File: src/rtl/issue_sched.sv
`default_nettype none
// ============================================================================
// Module      : issue_sched
// Description : Function-unit scheduler for the issue stage. Tracks LSU
//               credits and iterative-divider occupancy, publishes a per-FU
//               ready mask to the issue queue and grants candidate slots in
//               order, subject to per-cycle FU port limits.
// Ports       : clk, rst            clock, synchronous active-high reset
//               redir               pipeline redirect; releases all FU state
//               slot_vld[IWD]       candidate slot holds a valid op
//               slot_fu[IWD][5]     FU mask per slot (ALU,LSU,MUL,DIV,BRU)
//               lsu_ret[CW]         LSU credits returned this cycle
//               fu_ready[5]         per-FU ready mask (registered state only)
//               issue[IWD]          per-slot grant (combinational)
//               div_busy            divider occupied
//               stall_cnt[32]       cycles with slot 0 valid but not granted
// Revision    : 1.0 - initial release
// ============================================================================
module issue_sched #(
    parameter int IWD    = 4,
    parameter int NALU   = 2,
    parameter int LSUCR  = 8,
    parameter int DIVLAT = 16,
    localparam int c_CW  = $clog2(LSUCR + 1),
    localparam int c_DW  = $clog2(DIVLAT)
) (
    input  logic                clk,
    input  logic                rst,
    input  logic                redir,
    input  logic [IWD-1:0]      slot_vld,
    input  logic [IWD-1:0][4:0] slot_fu,
    input  logic [c_CW-1:0]     lsu_ret,
    output logic [4:0]          fu_ready,
    output logic [IWD-1:0]      issue,
    output logic                div_busy,
    output logic [31:0]         stall_cnt
);

    localparam logic [c_CW-1:0] c_CRED_RST = c_CW'(LSUCR);
    localparam logic [c_CW:0]   c_CRED_MAX = (c_CW + 1)'(LSUCR);
    localparam logic [c_DW-1:0] c_DIV_LOAD = c_DW'(DIVLAT - 1);

    logic [c_CW-1:0] r_cred;
    logic [c_DW-1:0] r_dcnt;
    logic [31:0]     r_stall_cnt;

    logic [IWD-1:0]  w_issue;
    logic            w_lsu_g;
    logic            w_div_g;
    logic            w_mul_g;
    logic            w_bru_g;
    int              w_alu_n;
    logic            w_blocked;
    logic            w_ok;
    logic [4:0]      w_sel;
    logic [c_CW:0]   w_cred_sum;

    // ------------------------------------------------------------------------
    // In-order prefix grant. Each slot targets the FU of the lowest set bit
    // of its mask; the first valid slot that cannot be served blocks the
    // rest, while invalid slots are transparent.
    // ------------------------------------------------------------------------
    always_comb begin
        w_issue   = '0;
        w_lsu_g   = 1'b0;
        w_div_g   = 1'b0;
        w_mul_g   = 1'b0;
        w_bru_g   = 1'b0;
        w_alu_n   = 0;
        w_blocked = 1'b0;
        w_ok      = 1'b0;
        w_sel     = '0;
        for (int i = 0; i < IWD; i++) begin
            // Two's-complement trick isolates the lowest set bit (0 if none).
            w_sel = slot_fu[i] & (~slot_fu[i] + 5'd1);
            w_ok  = 1'b0;
            if (slot_vld[i] && !w_blocked) begin
                if (w_sel[0])      w_ok = (w_alu_n < NALU);
                else if (w_sel[1]) w_ok = !w_lsu_g && (r_cred != '0);
                else if (w_sel[2]) w_ok = !w_mul_g;
                else if (w_sel[3]) w_ok = !w_div_g && (r_dcnt == '0);
                else if (w_sel[4]) w_ok = !w_bru_g;
                if (w_ok) begin
                    w_issue[i] = 1'b1;
                    if (w_sel[0]) w_alu_n = w_alu_n + 1;
                    if (w_sel[1]) w_lsu_g = 1'b1;
                    if (w_sel[2]) w_mul_g = 1'b1;
                    if (w_sel[3]) w_div_g = 1'b1;
                    if (w_sel[4]) w_bru_g = 1'b1;
                end else begin
                    w_blocked = 1'b1;
                end
            end
        end
        if (rst) begin
            w_issue = '0;
        end
    end

    // One extra bit so that the sum can exceed LSUCR before saturation.
    // Underflow is impossible: an LSU grant requires r_cred != 0.
    always_comb begin
        w_cred_sum = {1'b0, r_cred} - {{c_CW{1'b0}}, w_lsu_g} + {1'b0, lsu_ret};
    end

    always_ff @(posedge clk) begin
        if (rst) begin
            r_cred      <= c_CRED_RST;
            r_dcnt      <= '0;
            r_stall_cnt <= '0;
        end else begin
            if (slot_vld[0] && !w_issue[0]) begin
                r_stall_cnt <= r_stall_cnt + 32'd1;
            end
            if (redir) begin
                // Flushed ops release every resource; same-cycle grants and
                // returns are discarded.
                r_cred <= c_CRED_RST;
                r_dcnt <= '0;
            end else begin
                r_cred <= (w_cred_sum > c_CRED_MAX) ? c_CRED_RST : w_cred_sum[c_CW-1:0];
                if (w_div_g) begin
                    r_dcnt <= c_DIV_LOAD;
                end else if (r_dcnt != '0) begin
                    r_dcnt <= r_dcnt - 1'b1;
                end
            end
        end
    end

    // Ready mask reflects registered state only; no path from slot inputs.
    always_comb begin
        if (rst) begin
            fu_ready = '0;
        end else begin
            fu_ready = {1'b1, (r_dcnt == '0), 1'b1, (r_cred != '0), 1'b1};
        end
    end

    assign issue     = w_issue;
    assign div_busy  = (r_dcnt != '0);
    assign stall_cnt = r_stall_cnt;

endmodule
`default_nettype wire
File: config.mk
export PLATFORM = sky130hd
export DESIGN_NAME = issue_sched
export DESIGN_NICKNAME = d
export VERILOG_FILES = /design/src/rtl/issue_sched.sv
export SDC_FILE = /design/constraint.sdc
export NUM_CORES = 1
export LEC_CHECK = 0
export CAP_MARGIN = 20
export CORE_MARGIN = 2
export CORE_UTILIZATION = 25
export DETAILED_ROUTE_END_ITERATION = 8
export MAX_ROUTING_LAYER = met4
export PLACE_DENSITY = 0.56
export SETUP_SLACK_MARGIN = 0.5
export SLEW_MARGIN = 20
export SYNTH_ARGS = -nofsm -noshare
export SYNTH_HDL_FRONTEND = slang
export SYNTH_SLANG_ARGS = --single-unit
File: constraint.sdc
create_clock -name clk -period 6.4 [get_ports clk]
set_clock_uncertainty 0.1 [all_clocks]
set_input_delay 1.28 -clock clk [delete_from_list [all_inputs] [get_ports clk]]
set_output_delay 1.28 -clock clk [all_outputs]
set_load 0.1 [all_outputs]
==> impl_results.md <==
- Outcome: completed
- # rows: 38
- Area Growth Syn to Fin: 44.8%
- Area contributors post-synth: dfxtp_1 29%, xor2_1 6.1%, ha_1 5.9%
- Most frequent cells in the layout: 56 x clkdlybuf4s50_1, 40 x dfxtp_1, 39 x nor2_1
- CTS tree: yes
- Worst R2R Start: r_dcnt[0]
- YS warnings: 0
- Worst Slack Setup Final: 0.607 ns
- Fillcell total: 1121
- Antenna violation net count after detailed routing: 0
- Crit-path max FO: 3
- Number of buffers created by CTS: 5
- Global route total overflow: 0
- I/O pins: 73
- Top cell type's share of synthesized area: 29.2%
- TNS Setup: 0 ns
- Lkg Pwr: between 1.5 and 2 nW
- Yosys reg bits: 40
- WP data required: between 5 and 6 ns
- Worst hold stages: 2
- Final nets: 472
- Post-synth top area cell: dfxtp_1
- CTS Sinks: 40
- Multi-input gate area: ~1900 µm²
- Dpl ws: 0.00980 ns
- Hold violation total from the final report: 0
- Die X: around 110 µm
- Commonest non-fill, non-tap cell in the layout: clkdlybuf4s50_1
- Hold Crit Start: stall_cnt[31]
- Gr usage total: 13.9%
- Drt first pass iters: 4
- Critical path data arrival time: 4.41 ns
- Total power: 766 µW
- Period utilisation layout: approximately 90%
- Post-synth EDFFs: 0
- Top FF cell, synth: dfxtp_1
- Clock Tree Buf Depth: 2
- Clk root buf: clkbuf_8
- MaxCap Viol Count: 0
- Worst hold slack: between 0.3 and 0.4 ns
- Synthesized area: 2750 µm²
- Post-synthesis sequential area ratio: 29.2%
- Crit path launch type: input pin
- Clk pin slew, worst setup/hold paths: 0.08 ns
- Initial Util: around 25%
- Dpl cells: 554
- CORE AREA: 10800 µm²
- Remaining routing DRC violations: 0
- Mapped Cells: 342
- Via density: 4.90
- Wire per inst: 14.2 µm
- Die Y-Extent: between 100 and 150 µm
- Vias in the first global route: between 2000 and 3000
- Avg Cell Area, Syn: 8.03 µm²
- Slew @ Worst Pin: just over 1 ns
- Non-filler instance count after layout: 568
- H-Tree Depth: 2
- Sequential standard cell area: roughly 800 µm²
- RSZ-0062 raised after global routing: no
- Share of post-route cells with drive strength above 1: 15.4%
- Final wirelength: ~8 mm
- Crit. End Element: output port
- Post-DP HPWL: 6.24 mm
- Slew margin rel.: 32.1%
- Final setup viols: 0
- Post-CTS Hold Buffers: 0
- Async SR Flop Fraction: 0%
- Syn_nets: 387
- Fmax: 173 MHz
- N_diodes: 0
- Maximum vdd drop: 76.9 µV
- Hold EP: stall_cnt[31]
- CP Class: input pin to output port
- Largest net degree at the start of global routing: 40
- Cell depth of the worst flop-to-flop path: 26
- Max Slew Vio Count: 0
- Area of the die: 11800 µm²
- Worst-Skew Late Latency: between 0.2 and 0.3 ns
- First-pass GRT wire length: 12.7 mm
- Worst r2r dst: r_cred[2]
- Pwr dens: 192 nW/µm²
- Fin crit period: 5.79 ns
- Vias: about 2800
- Synth unique cells: 60
- I/O Buffers: around 70
- Initial antenna violation count: 0
- Min-delay worst type: flop to flop
- Iteration-0 DRC count of the detailed router: approximately 220
- Flop2flop setup slack: 1.11 ns
- Routability cong.: 0.908
cells in the mapped netlist (2+ instances only):
master,number
xor2_1,19
a21o_1,5
nor4_1,2
nand2_1,26
o21ai_0,18
a41o_1,2
and2b_1,3
and3_1,5
dfxtp_1,40
a31oi_1,7
nand3_1,17
inv_1,25
and4_1,4
clkbuf_1,5
and2_1,4
xnor2_1,9
a21oi_1,19
o21a_1,2
o211a_1,2
nand2b_1,5
or3_1,9
nor3b_4,2
nand4_1,12
o21ai_1,2
nor3_4,2
a22oi_1,2
ha_1,13
a221oi_1,2
nor2b_1,5
nor3_1,5
nor2_1,39
buf_4,2
power breakdown:
part	leakage (nW)	switching [mW]	internal, mW
logic	1.19	0.177	0.102
registers	0.323	0.00671	0.256
clock network	0.0645	0.0864	0.138
total	1.58	0.270	0.495
logic make-up after synthesis:
| kind of cell | count (synthesis) | synth area share, % |
|---|---|---|
| compound gates | 73 | 17.7 |
| flops | 40 | 29.2 |
| buf+inv | 34 | 5.24 |
| simple gates | 151 | 31.5 |
| mux | 2 | 0.774 |
| xor+xnor | 28 | 8.93 |
| fa+ha+maj | 14 | 6.65 |
stage by stage:
step                area [µm²]  util (%)
floorplan                 2770         -
global placement          3670      34.0
detailed placement        3670      34.0
CTS                       3840      35.6
global route              3980      36.9
finish                    3980      36.9
worst max-delay path by stage:
| stage | start | to | slack, ns |
|---|---|---|---|
| 2_1_floorplan | slot_fu[5] | issue[3] | 0.32 |
| 3_3_place_gp | slot_fu[3] | r_cred[2] | 0.19 |
| 3_5_place_dp | slot_fu[0] | r_cred[2] | 0.01 |
| 4_1_cts | slot_fu[2] | issue[3] | 0.51 |
| 5_1_grt | slot_fu[4] | issue[3] | 0.50 |
| 6_report | slot_fu[4] | issue[3] | 0.61 |
sequential cells by signal (all words and copies together), names as in the netlist:
name       cells
stall_cnt     32
r_cred         4
r_dcnt         4
final cells by class:
cell class | instances | share of cell area (%)
Multi-Input combinational cell | 268 | 48.6
Timing Repair Buffer | 87 | 21.3
Sequential cell | 40 | 20.1
Tap cell | 140 | 4.40
Clock buffer | 7 | 2.42
Inverter | 25 | 2.36
Clock inverter | 1 | 0.755
what timing repair did:
action                                  CTS  global route
setup buffers                             3             3
gates resized for setup                   8            26
endpoints found under the setup margin    5             5
pin swaps                                 4            13
routing by layer:
layer | GRT usage, % | wire (µm) | vias up
met5 | - | 0 | -
met4 | 2.84 | 40 | 0
met1 | 18.0 | 3620 | 1303
met3 | 2.69 | 559 | 4
li1 | - | - | 1391
met2 | 22.7 | 3820 | 87
worst max-delay path, cell delays in order:
cell and delay [ns]:
clkdlybuf4s50_1 0.42, nor2b_2 0.17, a32o_2 0.29, a21o_1 0.20, o21ai_2 0.17, nand2_1 0.09
mux2_2 0.27, ha_1 0.27, nand4_1 0.09, nand3_1 0.09, a21o_1 0.19, a31oi_4 0.20
nand2_4 0.09, nor4_4 0.36, buf_12 0.22
(Power assumes the default switching activity.)
